## config.mk

```make
export PLATFORM = sky130hd
export DESIGN_NAME = spring_scheduler
export DESIGN_NICKNAME = d
export VERILOG_FILES = /design/src/rtl/spring_scheduler.sv
export SDC_FILE = /design/constraint.sdc
export NUM_CORES = 1
export LEC_CHECK = 0
export ABC_AREA = 0
export CAP_MARGIN = 25
export CORE_MARGIN = 3
export CORE_UTILIZATION = 32
export CTS_CLUSTER_DIAMETER = 200
export CTS_CLUSTER_SIZE = 14
export DETAILED_ROUTE_END_ITERATION = 7
export MAX_ROUTING_LAYER = met4
export PLACE_DENSITY_LB_ADDON = 0.2
export REMOVE_ABC_BUFFERS = 1
export SLEW_MARGIN = 10
export SYNTH_ARGS = -nofsm -noshare
export SYNTH_HDL_FRONTEND = slang
export SYNTH_SLANG_ARGS = --single-unit
```

## constraint.sdc

```tcl
create_clock -name clk_in -period 5.99 [get_ports clk_in]
set_clock_uncertainty 0.2 [all_clocks]
set_input_delay 0.8985 -clock clk_in [delete_from_list [all_inputs] [get_ports clk_in]]
set_output_delay 0.8985 -clock clk_in [all_outputs]
set_load 0.02 [all_outputs]
```

## src/rtl/spring_scheduler.sv

```systemverilog
// spring_scheduler: walks NUM_NODES body nodes per frame, collects spring forces
// and emits the saturated axle reaction. Optional WAIT watchdog: SPRING_SCHED_TIMEOUT_EN.
module spring_scheduler #(
  parameter int NUM_NODES  = 10,
  parameter int FORCE_SIZE = 8,
  parameter int ACC_SIZE   = 16,
  parameter int TIMEOUT    = 64
) (
  input  logic                                 clk_in,
  input  logic                                 rst_in,
  input  logic                                 frame_tick_in,
  input  logic                                 clr_flags_in,
  output logic                                 req_out,
  output logic [$clog2(NUM_NODES)-1:0]         node_idx_out,
  input  logic                                 force_valid_in,
  input  logic signed [FORCE_SIZE-1:0]         force_x_in,
  input  logic signed [FORCE_SIZE-1:0]         force_y_in,
  output logic signed [FORCE_SIZE-1:0]         node_force_x_out,
  output logic signed [FORCE_SIZE-1:0]         node_force_y_out,
  output logic                                 node_force_valid_out,
  output logic signed [FORCE_SIZE-1:0]         axle_force_x_out,
  output logic signed [FORCE_SIZE-1:0]         axle_force_y_out,
  output logic                                 frame_done_out,
  output logic                                 busy_out,
  output logic                                 overrun_out,
  output logic                                 timeout_out
);

  localparam int IDX_W = $clog2(NUM_NODES);
  localparam logic [IDX_W-1:0] LAST = IDX_W'(NUM_NODES - 1);

  localparam logic [1:0] S_IDLE  = 2'd0;
  localparam logic [1:0] S_ISSUE = 2'd1;
  localparam logic [1:0] S_WAIT  = 2'd2;
  localparam logic [1:0] S_DONE  = 2'd3;

  logic [1:0]            state_q, state_d;
  logic [IDX_W-1:0]      idx_q, idx_d;
  logic [ACC_SIZE-1:0]   acc_x_q, acc_x_d;
  logic [ACC_SIZE-1:0]   acc_y_q, acc_y_d;
  logic [FORCE_SIZE-1:0] nfx_q, nfx_d;
  logic [FORCE_SIZE-1:0] nfy_q, nfy_d;
  logic                  nfv_q, nfv_d;
  logic [FORCE_SIZE-1:0] axle_x_q, axle_x_d;
  logic [FORCE_SIZE-1:0] axle_y_q, axle_y_d;
  logic                  done_q, done_d;
  logic                  req_q, req_d;
  logic                  busy_q, busy_d;
  logic                  overrun_q, overrun_d;
  logic                  tmo_fire;
  logic                  advance;

  function automatic logic [ACC_SIZE-1:0] sext(
    input logic [FORCE_SIZE-1:0] f
  );
    sext = {{(ACC_SIZE-FORCE_SIZE){f[FORCE_SIZE-1]}}, f};
  endfunction

  // Reaction force is the negated sum; one extra bit keeps -min exact.
  function automatic logic [FORCE_SIZE-1:0] neg_sat(
    input logic [ACC_SIZE-1:0] a
  );
    logic [ACC_SIZE:0]                n;
    logic [ACC_SIZE-FORCE_SIZE+1:0]   top;
    n   = ~{a[ACC_SIZE-1], a} + (ACC_SIZE+1)'(1);
    top = n[ACC_SIZE:FORCE_SIZE-1];
    if ((&top) || !(|top))
      neg_sat = n[FORCE_SIZE-1:0];
    else if (n[ACC_SIZE])
      neg_sat = {1'b1, {(FORCE_SIZE-1){1'b0}}};
    else
      neg_sat = {1'b0, {(FORCE_SIZE-1){1'b1}}};
  endfunction

`ifdef SPRING_SCHED_TIMEOUT_EN
  localparam int TW = $clog2(TIMEOUT + 1);

  logic [TW-1:0] tmo_cnt_q, tmo_cnt_d;
  logic          timeout_q, timeout_d;

  // Watchdog counts unanswered WAIT cycles; restarts on every new WAIT.
  always_comb begin
    tmo_fire  = (state_q == S_WAIT) && !force_valid_in &&
                (tmo_cnt_q == TW'(TIMEOUT - 1));
    tmo_cnt_d = '0;
    if ((state_q == S_WAIT) && !force_valid_in && !tmo_fire)
      tmo_cnt_d = tmo_cnt_q + TW'(1);
    timeout_d = (timeout_q & ~clr_flags_in) | tmo_fire;
  end

  // Watchdog state registers.
  always_ff @(posedge clk_in or posedge rst_in) begin
    if (rst_in) begin
      tmo_cnt_q <= '0;
      timeout_q <= 1'b0;
    end else begin
      tmo_cnt_q <= tmo_cnt_d;
      timeout_q <= timeout_d;
    end
  end

  assign timeout_out = timeout_q;
`else
  assign tmo_fire    = 1'b0;
  assign timeout_out = 1'b0;
`endif

  // Frame sequencer, accumulation and registered output selection.
  always_comb begin
    state_d  = state_q;
    idx_d    = idx_q;
    acc_x_d  = acc_x_q;
    acc_y_d  = acc_y_q;
    nfx_d    = nfx_q;
    nfy_d    = nfy_q;
    nfv_d    = 1'b0;
    axle_x_d = axle_x_q;
    axle_y_d = axle_y_q;
    done_d   = 1'b0;
    advance  = 1'b0;
    case (state_q)
      S_IDLE: begin
        if (frame_tick_in) begin
          state_d = S_ISSUE;
          idx_d   = '0;
          acc_x_d = '0;
          acc_y_d = '0;
        end
      end
      S_ISSUE: state_d = S_WAIT;
      S_WAIT: begin
        if (force_valid_in) begin
          nfx_d   = force_x_in;
          nfy_d   = force_y_in;
          nfv_d   = 1'b1;
          acc_x_d = acc_x_q + sext(force_x_in);
          acc_y_d = acc_y_q + sext(force_y_in);
          advance = 1'b1;
        end else if (tmo_fire) begin
          advance = 1'b1;
        end
        if (advance) begin
          if (idx_q < LAST) begin
            state_d = S_ISSUE;
            idx_d   = idx_q + IDX_W'(1);
          end else begin
            state_d = S_DONE;
          end
        end
      end
      S_DONE:  state_d = S_IDLE;
      default: state_d = S_IDLE;
    endcase
    // Axle result and done pulse are presented during the DONE cycle.
    if (state_d == S_DONE) begin
      axle_x_d = neg_sat(acc_x_d);
      axle_y_d = neg_sat(acc_y_d);
      done_d   = 1'b1;
    end
    req_d     = (state_d == S_ISSUE);
    busy_d    = (state_d != S_IDLE);
    overrun_d = (overrun_q & ~clr_flags_in) | (frame_tick_in & busy_q);
  end

  // State and output registers; reset drops any partial frame.
  always_ff @(posedge clk_in or posedge rst_in) begin
    if (rst_in) begin
      state_q   <= S_IDLE;
      idx_q     <= '0;
      acc_x_q   <= '0;
      acc_y_q   <= '0;
      nfx_q     <= '0;
      nfy_q     <= '0;
      nfv_q     <= 1'b0;
      axle_x_q  <= '0;
      axle_y_q  <= '0;
      done_q    <= 1'b0;
      req_q     <= 1'b0;
      busy_q    <= 1'b0;
      overrun_q <= 1'b0;
    end else begin
      state_q   <= state_d;
      idx_q     <= idx_d;
      acc_x_q   <= acc_x_d;
      acc_y_q   <= acc_y_d;
      nfx_q     <= nfx_d;
      nfy_q     <= nfy_d;
      nfv_q     <= nfv_d;
      axle_x_q  <= axle_x_d;
      axle_y_q  <= axle_y_d;
      done_q    <= done_d;
      req_q     <= req_d;
      busy_q    <= busy_d;
      overrun_q <= overrun_d;
    end
  end

  assign req_out              = req_q;
  assign node_idx_out         = idx_q;
  assign node_force_x_out     = nfx_q;
  assign node_force_y_out     = nfy_q;
  assign node_force_valid_out = nfv_q;
  assign axle_force_x_out     = axle_x_q;
  assign axle_force_y_out     = axle_y_q;
  assign frame_done_out       = done_q;
  assign busy_out             = busy_q;
  assign overrun_out          = overrun_q;

endmodule

```

# After elaboration in Yosys (flattened, before gate mapping)
# Cells that the tools add are included.
dict set report word_totals {
  elab_cells 68
  reg_bits 75
  input_bits 21
  output_inout_bits 42
}
dict set report op_classes {
  n_reduce_logical 13
  n_lt_le_gt_ge 1
  bitwise_logic 6
  mux 22
  add_sub_neg 5
  eq_ne 8
}
# operator count
set ops {}
lappend ops {{16-bit two-way mux} 4}
lappend ops {{16-bit case mux with 2 select lines} 2}
lappend ops {{17-bit by 1-bit adder with 17-bit output, second input constant} 2}
lappend ops {{17-bit inverter} 2}
lappend ops {{16-bit adder} 2}
lappend ops {{8-bit two-way mux} 4}
lappend ops {{10-bit AND reduction} 2}
lappend ops {{10-bit OR reduction} 2}
lappend ops {{4-bit two-way mux} 3}
lappend ops {{2-bit case mux with 4 select lines} 1}
lappend ops {{4-bit case mux with 2 select lines} 1}
lappend ops {{2-bit equality test, second input constant} 3}
lappend ops {{2-bit two-way mux} 3}
lappend ops {{2-bit != test, second input constant} 3}
lappend ops {{4-bit by 1-bit adder with 4-bit output, second input constant} 1}
lappend ops {{2-bit by 1-bit equality test with 1-bit output, second input constant} 2}
lappend ops {{4-bit < comparator, second input constant} 1}
lappend ops {{1-bit two-way mux} 4}
lappend ops {{4-bit AND reduction} 1}
lappend ops {{2-bit nonzero test} 2}
lappend ops {{1-bit bitwise AND} 2}
lappend ops {{1-bit logical NOT} 2}
lappend ops {{2-bit logical NOT} 1}
lappend ops {{1-bit logical OR} 2}
lappend ops {{other kinds (3)} 3}

# Depth between registers and ports, before layout
# Gate-level depths: netlist of the first run.
dict set report logic_depth {
  word_depth 9
  depth_mapped 19
  depth_no_buf 15
}

# Worst setup path before layout of the first run
# OpenSTA, ideal clock, no wires.
dict set report synth_path {
  path_type {input -> register}
  from {input port force_x_in[0]}
  to {register axle_x_q[0], in the netlist axle_force_x_out[0]}
  n_path_buf 0
  cell_stages 13
  arrival_time_ns 4.278
  setup_slack_ns 1.377
  setup_time_ns 0.135
  required_time_ns 5.655
  path_cell_list {ha_1 fa_1 and3_1 or3_1 a32o_2 nor3_4 or4b_4 nor3_4 mux2i_1 a32oi_1 a311o_1 a21oi_4 a211oi_2}
}
dict set report synth_via {
  elab_chain_len 9
  elab_cells_between_ends 11
  cone_classes {add/sub: 2; mux: 4; bitwise: 1; reduce/logical: 4}
}
# element line_no
set synth_rtl {}
lappend synth_rtl {{start: declaration} 16} ;# input logic signed [FORCE_SIZE-1:0] force_x_in,
lappend synth_rtl {{16-bit adder *} 136} ;# acc_x_d = acc_x_q + sext(force_x_in);
lappend synth_rtl {{16-bit two-way mux *} 132} ;# if (force_valid_in) begin
lappend synth_rtl {{16-bit case mux with 2 select lines *} 121} ;# case (state_q)
lappend synth_rtl {{via acc_x_d[4]} 39} ;# logic [ACC_SIZE-1:0] acc_x_q, acc_x_d;
lappend synth_rtl {{17-bit inverter *} 65} ;# n = ~{a[ACC_SIZE-1], a} + (ACC_SIZE+1)'(1);
lappend synth_rtl {{17-bit by 1-bit adder with 17-bit output *} 65}
lappend synth_rtl {{10-bit OR reduction} 67} ;# if ((&top) || !(|top))
lappend synth_rtl {{1-bit logical NOT} 67}
lappend synth_rtl {{1-bit logical OR} 67}
lappend synth_rtl {{8-bit two-way mux *} 67}
lappend synth_rtl {{end signal: assignment} 189} ;# axle_x_q <= axle_x_d;
lappend synth_rtl {{end: declaration} 44} ;# logic [FORCE_SIZE-1:0] axle_x_q, axle_x_d;
# Mark *: on every way through the listed nets, which the timed path passes. The rest lies on a longest branch.
# A chain may end at the register's enable or synchronous reset.

# Worst setup path in the final report of the first run
dict set report layout_path {
  from {input port force_x_in[0]}
  to {register axle_x_q[2], in the netlist axle_force_x_out[2]}
}
# The elaborated chain is that of the path after synthesis.

==> flow_summary.ini, run 1 <==
[die]
initial_core_util = 0.329
die_h_um = 140
io_pins = 63
num_rows = 48
coreArea_um2 = 17400
die_w_um = 140
dieArea_um2 = 19500

[layout]
layout-drive-gt1-share = 0.0776
final_util = 0.394
final_cell_mix = nand2_1, dfrtp_1, clkdlybuf4s50_1
finalNonFillerCells = 947
area_growth_pct = 19.7
antennaDiodeCount = 0
final_nets = 774
final_common_cell = nand2_1

[routing]
first_pass_iters = 6
vias_per_cell = 5.61
drc = 0
drtIter0Drc = 277
routed_wl_mm = 16.7
ant_nets = 0
wl_per_cell_um = 17.6
via_count = 5315

[synthesis]
synth_top_cell_by_area = dfrtp_1
syn_inst = 668
synth-async-reset-ratio = 1.00
synthDominantCellAreaShare = 0.329
synth_xor_area_frac = 0.0353
syn_area_per_cell_um2 = 8.55
syn_area_um2 = 5710
synth-seq-cells = 75
synth_mux_area_frac = 0.0147
ys_seq_area_frac = 0.329
synth_top_family_by_area = simple AND/OR/NAND/NOR gates
synthTopCellsByArea = dfrtp_1, ha_1, nand2_1
synth_edf_count = 0
synth-main-ff-cell = dfrtp_1
synth_compound_area_frac = 0.244
yosys.area_share.simple = 0.247
synthAdderAreaFrac = 0.0815
yosysWarnings = 0
ys_types = 87

[clocking]
clock_path_buffers = 2
worstSkewPairLatency_ps = 350
cts_buffers = 9
clock_sinks = 75
root_buffer = clkbuf_16
clkTransAtPathRegs_ps = 60
cts-resized-gates = 0
hold_buffers = 0
cts_tree = yes
cts_setup_buffers = 0
ctsHtreeMaxLevel = 3

[global_routing]
grtUsageTotal = 0.176
antenna_found_initial = 0
grt_pass1_vias = 5387
grt_pass1_wl_mm = 27.4
grt_max_degree = 74
overflow = 0

[min_path]
hold_end = node_force_x_out[5]
hp-start = node_force_x_out[5]
min_path_cells = 2
hold_class = reg2reg

[run]
timing.max_cap.violations = 0

[sta]
finalHoldViolCount = 0
finalSetupViolCount = 0
rsz0062_at_grt = false
fmax_ghz = 0.192
post-route-period-util = 0.868
slew_headroom = 0.367
setup_slack_ps = 789
tightest_slew_ps = 948
setup-tns-final_ps = 0
period_minus_slack_ps = 5200
slew_viol_final = 0

[placed_design]
pre_cts_ws_ps = 450
placed_cells = 930
dpl.hpwl_mm = 12.2
port_buffers = 61
routabilityCongestion = 0.901

[pwr]
leakagePower_nw = 3.05
power_mw = 4.00
power.density_nw_per_um2 = 585
ir_worst_vdd_v = 0.000232

[setup_path]
reg2reg_from = acc_x_q[0]
r2r_end = axle_force_x_out[2]
path_max_fanout = 7
crit_type = in2reg
required_ps = 6000
critPathCaptureType = flip-flop
regToRegSetupSlack_ps = 1340
rr_worst_depth = 13
cp-startpoint = force_x_in[0]
start_kind = input pin
cp.arrival_ps = 5220

[run_status]
status = finished clean
-- Yosys cell counts, types with 4 or more instances --
library cell and n:
nand2_1 96, dfrtp_1 75, nor2_1 47, ha_1 34, o21ai_0 34, inv_1 32, a21oi_1 30, nand3_1 20
clkbuf_1 19, nor3_1 19, a21o_1 18, nand4_1 16, xnor2_1 14, and3_1 13, a211oi_1 9, xor2_1 9
or3_1 8, a211oi_2 7, a221o_1 7, o211ai_1 7, a221oi_1 6, a31oi_1 6, nand2b_1 6, mux2i_1 5
nand3b_1 5, nor3b_1 5, nor4_1 5, o2111ai_1 5, or2_2 5, a22oi_1 4, buf_2 4, nor2b_1 4
o21bai_1 4, o32ai_1 4
-- registers in the layout, summed over array words and instances, names as in the netlist --
register              cells
busy_out                  1
req_out                   1
node_idx_out              4
node_force_valid_out      1
acc_y_q                  16
axle_force_y_out          8
node_force_y_out          8
frame_done_out            1
axle_force_x_out          8
overrun_out               1
acc_x_q                  16
node_force_x_out          8
state_q                   2
-- stage by stage --
stage | hold slack [ps] | instance area [um^2]
after floorplan | 314 | 5570
after global placement | 258 | 6510
after detailed placement | 261 | 6510
after CTS | 279 | 6810
after global routing | 304 | 6840
final | 270 | 6840
-- cell type report --
class                      instances  area [um^2]
fill                            1711        10500
multi-input combinational        528         3560
sequential                        75         1880
timing repair buffer              68          683
tap                              225          282
clock buffer                      11          243
inverter                          35          133
clock inverter                     5         61.3
-- per-layer routing --
metal / global-route usage / share of wire / wire length, um / vias up
met5: - / 0 / 0 / -
met4: 0.0490 / 0.019 / 323 / 0
met3: 0.0371 / 0.045 / 747 / 29
met2: 0.289 / 0.48 / 7970 / 144
met1: 0.222 / 0.46 / 7640 / 2559
li1: - / - / - / 2583
-- report_power, final --
part / leakage, nW / total (mW) / switching, mW / internal (mW)
Combinational: 1.95 / 2.55 / 1.52 / 1.03
Clock: 0.138 / 0.570 / 0.234 / 0.336
Sequential: 0.965 / 0.882 / 0.167 / 0.715
Total: 3.05 / 4.00 / 1.92 / 2.08
-- worst max path at each step --
stage	depth (start not counted)	slack, ps	endpoint
CTS	14	800	axle_force_x_out[2]
detailed placement	14	450	axle_force_x_out[2]
global route	13	540	axle_force_x_out[2]
floorplan	12	820	axle_force_x_out[0]
finish	14	790	axle_force_x_out[2]
global placement	14	550	axle_force_x_out[3]
-- worst max-delay path: stages --
cell	delay, ps
clkdlybuf4s50_1	440
ha_1	250
fa_1	420
a21o_1	210
a221oi_4	430
xor2_1	200
o21ai_1	170
or2_0	290
or3_1	400
nor4_2	470
nand4_1	150
a311o_1	430
a21oi_4	320
a211oi_2	120
-- logic make-up (layout without fill, tap and decap cells) --
logic type	Yosys count	count (layout)
and+or+nand+nor	273	273
AOI/OAI and AO/OA	187	187
DFF	75	75
buffers and inverters	65	119
adders and majority gates	36	36
xor gates and xnor gates	23	23
muxes	8	8
other	1	1
No activity file was read; power rests on OpenSTA's default activity.
==> run 2, diff against run 1 <==
--- a/config.mk
+++ b/config.mk
@@ -12,6 +12,7 @@
 export CTS_CLUSTER_DIAMETER = 200
 export CTS_CLUSTER_SIZE = 14
 export DETAILED_ROUTE_END_ITERATION = 7
+export GPL_TIMING_DRIVEN = 0
 export MAX_ROUTING_LAYER = met4
 export PLACE_DENSITY_LB_ADDON = 0.2
 export REMOVE_ABC_BUFFERS = 1
==> flow_summary.ini, run 2 (synthesized netlist as in run 1, its figures left out) <==
[run_status]
status = finished clean

[pwr]
p_int_mw = 2.06
power_mw = 3.94
combPwrFrac = 0.641
power.density_nw_per_um2 = 578
switching_share = 0.477
seqPwrFrac = 0.221
p_clk_frac = 0.137
leakagePower_nw = 3.04
ir_worst_vdd_v = 0.000251
p_sw_mw = 1.88

[layout]
final_common_cell = nand2_1
reg_top3 = acc_x_q: 16 flops, acc_y_q: 16 flops
final_cell_mix = nand2_1, dfrtp_1, clkdlybuf4s50_1
final_area_um2 = 6810
finalNonFillerCells = 942
antennaDiodeCount = 0
final_nets = 771
fillers = 1760
area_growth_pct = 19.3
layout-drive-gt1-share = 0.0725
final_util = 0.393

[placed_design]
port_buffers = 61
dpl.hpwl_mm = 11.9
placed_area_um2 = 6530
routabilityCongestion = 0.851
placed_cells = 928
pre_cts_ws_ps = 183

[sta]
rsz0062_at_grt = false
slew_viol_final = 0
tightest_slew_ps = 962
period_minus_slack_ps = 5410
slew_headroom = 0.357
setup-tns-final_ps = 0
finalHoldViolCount = 0
whs_ps = 278
post-route-period-util = 0.903
finalSetupViolCount = 0
setup_slack_ps = 581
fmax_ghz = 0.185

[setup_path]
r2r_end = axle_force_x_out[1]
critPathCaptureType = flip-flop
path_max_fanout = 45
crit_type = in2reg
required_ps = 6000
regToRegSetupSlack_ps = 1040
reg2reg_from = state_q[0]
start_kind = input pin
rr_worst_depth = 13
cp-startpoint = force_valid_in
cp.arrival_ps = 5420

[routing]
wl_per_cell_um = 17.3
drc = 0
vias_per_cell = 5.64
ant_nets = 0
drtIter0Drc = 282
first_pass_iters = 5
routed_wl_mm = 16.3
via_count = 5311

[global_routing]
grt_pass1_vias = 5355
grt_max_degree = 61
antenna_found_initial = 0
grt_pass1_wl_mm = 27.1
grtUsageTotal = 0.173
overflow = 0

[clocking]
clock_path_buffers = 2
clkTransAtPathRegs_ps = 60
hold_buffers = 0
worstSkewPairLatency_ps = 350
cts_setup_buffers = 0
root_buffer = clkbuf_16
ctsHtreeMaxLevel = 3
cts-resized-gates = 0
cts_tree = yes
cts_buffers = 9
clock_sinks = 75

[min_path]
hold_class = reg2reg
hp-start = node_force_x_out[7]
min_path_cells = 2
hold_end = node_force_x_out[7]

[die]
die_h_um = 140
num_rows = 48
dieArea_um2 = 19500
initial_core_util = 0.329
io_pins = 63
coreArea_um2 = 17400
die_w_um = 140

[run]
timing.max_cap.violations = 0
## run 2: cell count changes in the layout (fill, tap and decap cells not counted), sizes merged
cell / change
buf: -3
clkinvlp: -2
clkinv: +2
clkbuf: -2
## run 2: worst max path at each step
stage / endpoint / cells past startpoint
3_3_place_gp: axle_force_x_out[5] / 13
3_5_place_dp: axle_force_x_out[2] / 14
2_1_floorplan: axle_force_x_out[0] / 12
4_1_cts: axle_force_x_out[1] / 14
6_report: axle_force_x_out[1] / 14
5_1_grt: axle_force_x_out[5] / 14
## run 2: cell type report
| class | instances | area, um^2 | area share |
|---|---|---|---|
| Timing Repair Buffer | 65 | 679 | 0.0997 |
| Multi-Input combinational cell | 528 | 3560 | 0.522 |
| Clock buffer | 9 | 225 | 0.0331 |
| Clock inverter | 5 | 56.3 | 0.00826 |
| Sequential cell | 75 | 1880 | 0.275 |
| Tap cell | 225 | 282 | 0.0413 |
| Inverter | 35 | 134 | 0.0197 |
## run 2: worst max-delay path, stage by stage
cell	delay (ps)
clkdlybuf4s50_1	540
nand3b_1	420
buf_6	220
inv_2	360
a22oi_1	350
ha_1	240
o21ai_0	120
a211o_1	400
or3_1	370
nor4_2	470
nand4_1	160
a311o_1	430
a21oi_4	300
a211oi_2	120
## run 2: routing by layer
| layer | vias to the layer above | routed length, um | GRT usage |
|---|---|---|---|
| met5 | - | 0 | - |
| met4 | 0 | 282 | 0.0474 |
| met3 | 20 | 592 | 0.0357 |
| met2 | 116 | 8090 | 0.291 |
| met1 | 2603 | 7360 | 0.213 |
| li1 | 2572 | - | - |
## run 2: power groups by stage
| stage | Sequential [mW] | Clock [mW] | Combinational, mW |
|---|---|---|---|
| floorplan | 0.982 | 0 | 1.66 |
| global placement | 0.878 | 0 | 2.46 |
| detailed placement | 0.877 | 0 | 2.52 |
| CTS | 0.872 | 0.556 | 2.53 |
| global route | 0.900 | 0.578 | 2.81 |
| finish | 0.871 | 0.541 | 2.52 |
